[src/rtl/tiny_fir_ctrl_pkg.sv]
// -----------------------------------------------------------------------------
// tiny_fir_ctrl_pkg
// Shared types for the FIR reload controller: the controller state encoding
// and small decode helpers so the top and any checker agree on what "busy"
// and "FIR enabled" mean for each state.
// -----------------------------------------------------------------------------
package tiny_fir_ctrl_pkg;

  typedef enum logic [2:0] {
    S_UNLOADED   = 3'd0,
    S_DRAIN      = 3'd1,
    S_DISABLE    = 3'd2,
    S_WAIT_READY = 3'd3,
    S_LOAD       = 3'd4,
    S_WAIT_DONE  = 3'd5,
    S_RUN        = 3'd6
  } state_t;

  // The reload sequence spans DRAIN through WAIT_DONE.
  function automatic logic state_is_busy(input state_t s);
    return (s == S_DRAIN) || (s == S_DISABLE) || (s == S_WAIT_READY) ||
           (s == S_LOAD)  || (s == S_WAIT_DONE);
  endfunction

  // The FIR is held in reset only while unloaded and for the single
  // DISABLE cycle that flushes it before new taps are streamed in.
  function automatic logic state_fir_enabled(input state_t s);
    return !((s == S_UNLOADED) || (s == S_DISABLE));
  endfunction

endpackage

[src/rtl/tiny_fir_ctrl_coef_bank.sv]
// -----------------------------------------------------------------------------
// tiny_fir_ctrl_coef_bank
// Shadow coefficient register array. One synchronous write port, one
// asynchronous read port. Contents are deliberately not reset: software
// programs the bank before requesting a reload, and a reset must not lose it.
//
// Ports
//   i_clk       clock
//   i_wr_en     write strobe (already qualified by the caller)
//   i_wr_addr   write index
//   i_wr_data   write value
//   i_rd_addr   read index
//   o_rd_data   combinational read value
// -----------------------------------------------------------------------------
module tiny_fir_ctrl_coef_bank #(
  parameter int G_NUM_TAPS  = 16,
  parameter int G_TAP_WIDTH = 16
) (
  input  logic                          i_clk,
  input  logic                          i_wr_en,
  input  logic [$clog2(G_NUM_TAPS)-1:0] i_wr_addr,
  input  logic [G_TAP_WIDTH-1:0]        i_wr_data,
  input  logic [$clog2(G_NUM_TAPS)-1:0] i_rd_addr,
  output logic [G_TAP_WIDTH-1:0]        o_rd_data
);

  logic [G_TAP_WIDTH-1:0] r_bank [G_NUM_TAPS];

  always_ff @(posedge i_clk) begin
    if (i_wr_en) begin
      r_bank[i_wr_addr] <= i_wr_data;
    end
  end

  assign o_rd_data = r_bank[i_rd_addr];

endmodule

[src/rtl/tiny_fir_ctrl.sv]
// -----------------------------------------------------------------------------
// tiny_fir_ctrl
// Reload controller sitting between a user sample stream and an external FIR.
// Software writes coefficients into a shadow bank, then pulses cfg_apply. The
// controller stops accepting input, waits for every accepted sample to come
// back out, pulses the FIR reset for one cycle, streams all shadow taps into
// the FIR, waits for the FIR to report completion and resumes streaming.
//
// Ports
//   clk, reset_n                      clock, async active-low reset
//   cfg_wr_addr/data/en               shadow bank write port (ignored while busy)
//   cfg_apply                         reload request pulse (UNLOADED/RUN only)
//   cfg_busy, cfg_loaded              reload in progress / FIR holds valid taps
//   s_din*                            user input stream  -> gated into fir_din*
//   fir_din*                          FIR input stream
//   fir_dout*                         FIR output stream  -> passed to m_dout*
//   m_dout*                           user output stream
//   fir_enable                        FIR enable, low level resets the FIR
//   fir_tap_din*, fir_tap_din_done    tap programming stream and completion
//   dbg_state                         current controller state
//
// Handshakes: every stream uses valid/ready; a transfer happens on a rising
// clk edge where valid and ready are both 1. A source holds data stable while
// valid=1 and ready=0; valid never depends on ready.
// -----------------------------------------------------------------------------
module tiny_fir_ctrl
  import tiny_fir_ctrl_pkg::*;
#(
  parameter int G_NUM_TAPS   = 16,
  parameter int G_DATA_WIDTH = 16,
  parameter int G_TAP_WIDTH  = 16
) (
  input  logic                          clk,
  input  logic                          reset_n,
  input  logic [$clog2(G_NUM_TAPS)-1:0] cfg_wr_addr,
  input  logic [G_TAP_WIDTH-1:0]        cfg_wr_data,
  input  logic                          cfg_wr_en,
  input  logic                          cfg_apply,
  output logic                          cfg_busy,
  output logic                          cfg_loaded,
  input  logic [G_DATA_WIDTH-1:0]       s_din,
  input  logic                          s_din_valid,
  output logic                          s_din_ready,
  output logic [G_DATA_WIDTH-1:0]       fir_din,
  output logic                          fir_din_valid,
  input  logic                          fir_din_ready,
  input  logic [G_DATA_WIDTH-1:0]       fir_dout,
  input  logic                          fir_dout_valid,
  output logic                          fir_dout_ready,
  output logic [G_DATA_WIDTH-1:0]       m_dout,
  output logic                          m_dout_valid,
  input  logic                          m_dout_ready,
  output logic                          fir_enable,
  output logic [G_TAP_WIDTH-1:0]        fir_tap_din,
  output logic                          fir_tap_din_valid,
  input  logic                          fir_tap_din_ready,
  input  logic                          fir_tap_din_done,
  output state_t                        dbg_state
);

  localparam int              AW          = $clog2(G_NUM_TAPS);
  localparam logic [AW-1:0]   LP_LAST_TAP = AW'(G_NUM_TAPS - 1);

  state_t          r_state;
  state_t          w_next;
  logic [AW-1:0]   r_tap_idx;
  logic [1:0]      r_inflight;
  logic            r_loaded;

  logic            w_run;
  logic            w_in_hs;
  logic            w_out_hs;
  logic            w_tap_hs;
  logic            w_fir_enable;
  logic            w_busy;
  logic            w_tap_valid;
  logic            w_shadow_we;
  logic [G_TAP_WIDTH-1:0] w_tap_data;

  // ---------------------------------------------------------------------------
  // Shadow bank
  // ---------------------------------------------------------------------------
  assign w_shadow_we = cfg_wr_en & ~w_busy;

  tiny_fir_ctrl_coef_bank #(
    .G_NUM_TAPS  (G_NUM_TAPS),
    .G_TAP_WIDTH (G_TAP_WIDTH)
  ) u_coef_bank (
    .i_clk     (clk),
    .i_wr_en   (w_shadow_we),
    .i_wr_addr (cfg_wr_addr),
    .i_wr_data (cfg_wr_data),
    .i_rd_addr (r_tap_idx),
    .o_rd_data (w_tap_data)
  );

  // ---------------------------------------------------------------------------
  // Data paths
  // ---------------------------------------------------------------------------
  assign w_run          = (r_state == S_RUN);
  assign fir_din        = s_din;
  assign fir_din_valid  = s_din_valid & w_run;
  assign s_din_ready    = fir_din_ready & w_run;

  assign m_dout         = fir_dout;
  assign m_dout_valid   = fir_dout_valid;
  assign fir_dout_ready = m_dout_ready;

  assign w_in_hs  = s_din_valid & fir_din_ready & w_run;
  assign w_out_hs = fir_dout_valid & m_dout_ready;
  assign w_tap_hs = w_tap_valid & fir_tap_din_ready;

  // ---------------------------------------------------------------------------
  // State machine
  // ---------------------------------------------------------------------------
  always_ff @(posedge clk or negedge reset_n) begin
    if (!reset_n) begin
      r_state <= S_UNLOADED;
    end else begin
      r_state <= w_next;
    end
  end

  always_comb begin
    w_next       = r_state;
    w_fir_enable = state_fir_enabled(r_state);
    w_busy       = state_is_busy(r_state);
    w_tap_valid  = 1'b0;
    unique case (r_state)
      S_UNLOADED:   if (cfg_apply) w_next = S_DISABLE;
      S_RUN:        if (cfg_apply) w_next = S_DRAIN;
      // Registered count: a sample accepted in the apply cycle is already
      // counted here, and the last output handshake is seen one cycle later.
      S_DRAIN:      if (r_inflight == 2'd0) w_next = S_DISABLE;
      S_DISABLE:    w_next = S_WAIT_READY;
      S_WAIT_READY: if (fir_tap_din_ready) w_next = S_LOAD;
      S_LOAD: begin
        w_tap_valid = 1'b1;
        if (fir_tap_din_ready && (r_tap_idx == LP_LAST_TAP)) w_next = S_WAIT_DONE;
      end
      S_WAIT_DONE:  if (fir_tap_din_done) w_next = S_RUN;
      default:      w_next = S_UNLOADED;
    endcase
  end

  assign fir_enable        = w_fir_enable;
  assign cfg_busy          = w_busy;
  assign fir_tap_din_valid = w_tap_valid;
  assign fir_tap_din       = w_tap_data;
  assign cfg_loaded        = r_loaded;
  assign dbg_state         = r_state;

  // ---------------------------------------------------------------------------
  // Counters and loaded flag
  // ---------------------------------------------------------------------------
  always_ff @(posedge clk or negedge reset_n) begin
    if (!reset_n) begin
      r_tap_idx <= '0;
    end else if (r_state == S_DISABLE) begin
      // DISABLE always exits to WAIT_READY, so this is the entry clear.
      r_tap_idx <= '0;
    end else if (w_tap_hs) begin
      r_tap_idx <= r_tap_idx + AW'(1);
    end
  end

  always_ff @(posedge clk or negedge reset_n) begin
    if (!reset_n) begin
      r_inflight <= 2'd0;
    end else begin
      unique case ({w_in_hs, w_out_hs})
        2'b10:   if (r_inflight != 2'd3) r_inflight <= r_inflight + 2'd1;
        2'b01:   if (r_inflight != 2'd0) r_inflight <= r_inflight - 2'd1;
        default: r_inflight <= r_inflight;
      endcase
    end
  end

  always_ff @(posedge clk or negedge reset_n) begin
    if (!reset_n) begin
      r_loaded <= 1'b0;
    end else if ((w_next == S_RUN) && (r_state != S_RUN)) begin
      r_loaded <= 1'b1;
    end else if (w_next == S_DISABLE) begin
      r_loaded <= 1'b0;
    end
  end

  // An output with nothing in flight means the FIR and this block disagree.
  always @(posedge clk) begin
    if (reset_n) begin
      assert (!(w_out_hs && !w_in_hs && (r_inflight == 2'd0)));
    end
  end

endmodule

[config.mk]
export PLATFORM = sky130hd
export DESIGN_NAME = tiny_fir_ctrl
export DESIGN_NICKNAME = d
export VERILOG_FILES = /design/src/rtl/tiny_fir_ctrl_pkg.sv /design/src/rtl/tiny_fir_ctrl_coef_bank.sv /design/src/rtl/tiny_fir_ctrl.sv
export SDC_FILE = /design/constraint.sdc
export NUM_CORES = 1
export LEC_CHECK = 0
export CORE_MARGIN = 4
export CORE_UTILIZATION = 56
export CTS_CLUSTER_SIZE = 28
export DETAILED_ROUTE_END_ITERATION = 12
export PLACE_DENSITY = 0.8
export SYNTH_ARGS = -nofsm -noshare
export SYNTH_HDL_FRONTEND = slang
export SYNTH_HIERARCHICAL = 1
export SYNTH_SLANG_ARGS = --single-unit
[constraint.sdc]
create_clock -name clk -period 4.1 [get_ports clk]
set_input_delay 0.82 -clock clk [delete_from_list [all_inputs] [get_ports clk]]
set_output_delay 0.82 -clock clk [all_outputs]
set_load 0.01 [all_outputs]
==> flow_metrics.env, run 1 <==
export IMPL_tightest_slew_ps=693.3
export IMPL_grt_pass1_vias=5586
export IMPL_critical_path_required_ps=3280
export IMPL_cts_sinks=266
export IMPL_cts_root_buffer="clkbuf_16"
export IMPL_die_h_um=145.9
export IMPL_overflow=0
export IMPL_dpl_worst_slack_ps=807.7
export IMPL_core_sq_um=18710
export IMPL_ys_ff_latch=266
export IMPL_end_kind="output port"
export IMPL_syn_num_nets=596
export IMPL_place_congestion=0.7681
export IMPL_fmax_mhz=257.7
export IMPL_synth_warning_count=6
export IMPL_synth_cells=531
export IMPL_postLayoutSetupSlackWorst_ps=219.7
export IMPL_cellPowerDensity_nw_per_um2=556.9
export IMPL_portBuffers=56
export IMPL_rsz0062_at_grt="no"
export IMPL_synth_area_sq_um=10650
export IMPL_maxSlewViolCount=0
export IMPL_layout_min_cycle_time_ps=3880
export IMPL_detailed_place_area_sq_um=11370
export IMPL_leakagePower_nw=3.907
export IMPL_final_common_cell="edfxtp_1"
export IMPL_grt_max_degree=24
export IMPL_final_net_count=649
export IMPL_antenna_found_initial=0
export IMPL_setup_violations=0
export IMPL_rows=50
export IMPL_track_usage=0.2189
export IMPL_avgSynthCellArea_sq_um=20.05
export IMPL_wl_um=22980
export IMPL_worstSetupPathType="reg -> out"
export IMPL_hold_violations=0
export IMPL_drc=0
export IMPL_synth_area_top_cells="edfxtp_1, mux4_2, buf_4, mux4_1, dfrtp_1"
export IMPL_start_util=0.5692
export IMPL_num_vias=5448
export IMPL_first_pass_iters=5
export IMPL_clk_transition_reported_paths_ps=60
export IMPL_post_cts_setup_buffer_count=0
export IMPL_ys_types=36
export IMPL_final_area_sq_um=12280
export IMPL_maxCapViolCount=0
export IMPL_synth_top_area_cell="edfxtp_1"
export IMPL_min_path_type="reg -> reg"
export IMPL_syn2layout_area_growth_pct=15.36
export IMPL_cts_buffer_depth=3
export IMPL_worstSkewPairLatency_ps=520
export IMPL_yosysSeqAreaShare=0.7456
export IMPL_drive_above_1_share=0.2219
export IMPL_wl_per_cell_um=27.42
export IMPL_peakVddDrop_mv=0.3771
export IMPL_ios=121
export IMPL_drt_iter0_markers=689
export IMPL_numCtsBuffers=26
export IMPL_cts_tree="yes"
export IMPL_fp_dieW_um=145.9
export IMPL_yosysTopAreaCellShare=0.7221
export IMPL_arrival_ps=3060
export IMPL_hpwl_um=12920
export IMPL_htree_levels=1
export IMPL_timing_reg2reg_setup_slack_ps=1100
export IMPL_cp_start_kind="flop"
export IMPL_slew_headroom=0.5378
export IMPL_outcome="complete, no violations"
export IMPL_critPathMaxFanout=19
export IMPL_via_per_inst=6.501
export IMPL_die_area_sq_um=21280
export IMPL_fin_crit_sh=0.9464
export IMPL_finClkSkew_ps=5.267
export IMPL_diodes=0
export IMPL_final_cell_mix="edfxtp_1, clkdlybuf4s50_1, mux4_2, a22oi_1, clkbuf_16"
export IMPL_utilization=0.6566
export IMPL_grt_pass1_wl_um=34960
export IMPL_final_antenna_net_count=0
export IMPL_fin_setup_tns_ps=0
## area by class of cell
cell class              count  area (sq um)
flip-flops and latches    266          7943
clock inverters            18         220.2
multi-input cells         201          2325
well taps                 234         292.8
inverters                   6         22.52
repair buffers             83         792.0
clock buffers              30         686.9
fillers                  1130          6424
## state kept, by name, indices dropped and copies added, names as in the netlist
register	flops
u_coef_bank/r_bank	256
dbg_state	3
r_inflight	2
r_tap_idx	4
cfg_loaded	1
## synthesized netlist by cell type (all sizes together)
master   count
edfxtp     256
mux4        64
buf         50
a22oi       33
nand2       24
nor2        19
dfrtp       10
o21ai        9
clkbuf       8
nand3        7
inv          6
nand2b       6
nor3         6
nor2b        5
a21oi        4
ha           3
nor3b        3
and2         2
nand3b       2
o211ai       2
o22a         2
o22ai        2
a21boi       1
and4b        1
nand4bb      1
o21a         1
o311ai       1
or3          1
or3b         1
or4          1
## cells by family (layout without fill, tap and decap cells)
| group | Yosys count | after routing | share of synthesized area |
|---|---|---|---|
| and+or+nand+nor | 79 | 79 | 0.03702 |
| AOI/OAI and AO/OA | 55 | 55 | 0.03584 |
| DFF | 266 | 266 | 0.7456 |
| adders and majority gates | 3 | 3 | 0.003526 |
| muxes | 64 | 64 | 0.1389 |
| buffers and inverters | 64 | 137 | 0.03914 |
## critical path: stages (launching register included)
cell and delay, ps:
dfrtp_4 670, buf_4 370, mux4_2 550, a22oi_1 300, nand2_1 130, clkdlybuf4s50_1 500
## metrics by stage
step	power, W	instances	hold WS (ps)
after floorplan	0.004008	531	524.4
after global placement	0.004365	790	513.7
after detailed placement	0.004409	790	525.9
after CTS	0.006888	838	535.6
after global routing	0.007117	838	558.8
final	0.006840	838	532.8
## routing by layer
| metal | up-vias | track usage | share of wire | wire length, um |
|---|---|---|---|---|
| met4 | 0 | 0.06553 | 0.027 | 626 |
| met5 | - | 0 | 0 | 0 |
| met3 | 67 | 0.03519 | 0.098 | 2249 |
| met1 | 2764 | 0.3063 | 0.38 | 8829 |
| met2 | 356 | 0.3624 | 0.49 | 11270 |
| li1 | 2261 | - | - | - |
## what timing repair did
item,4_1_cts,5_1_grt
resized for setup,0,1
setup endpoints to repair,0,1
endpoints found under the hold margin,0,0
hold buffers,0,0
## final timing paths
kind,startpoint,to,cells past startpoint
max in group asynchronous,reset_n,r_tap_idx[0]$_DFFE_PN0P_,1
worst max register to register,dbg_state[2]$_DFF_PN0_,u_coef_bank/r_bank[1][13]$_DFFE_PP_,7
min in group asynchronous,reset_n,cfg_loaded$_DFFE_PN0P_,1
worst min register to register,cfg_loaded$_DFFE_PN0P_,cfg_loaded$_DFFE_PN0P_,2
worst min-delay path,cfg_loaded$_DFFE_PN0P_,cfg_loaded$_DFFE_PN0P_,2
worst max-delay path,r_tap_idx[0]$_DFFE_PN0P_,fir_tap_din[1],5
## power breakdown
part	total, W	switching (W)	leakage [nW]	internal (W)
logic	0.00115	0.000521	1.04	0.000627
clock network	0.00248	0.000963	0.435	0.00152
registers	0.00321	0.000146	2.43	0.00307
total	0.00684	0.00163	3.91	0.00521
Power figures use the tool's default switching activity.
==> run 2, diff against run 1 <==
--- a/config.mk
+++ b/config.mk
@@ -7,7 +7,7 @@
 export LEC_CHECK = 0
 export CORE_MARGIN = 4
 export CORE_UTILIZATION = 56
-export CTS_CLUSTER_SIZE = 28
+export CTS_CLUSTER_SIZE = 30
 export DETAILED_ROUTE_END_ITERATION = 12
 export PLACE_DENSITY = 0.8
 export SYNTH_ARGS = -nofsm -noshare
==> results of run 2 <==
Same layout as run 1: the final DEF is identical, and so are final timing and power.
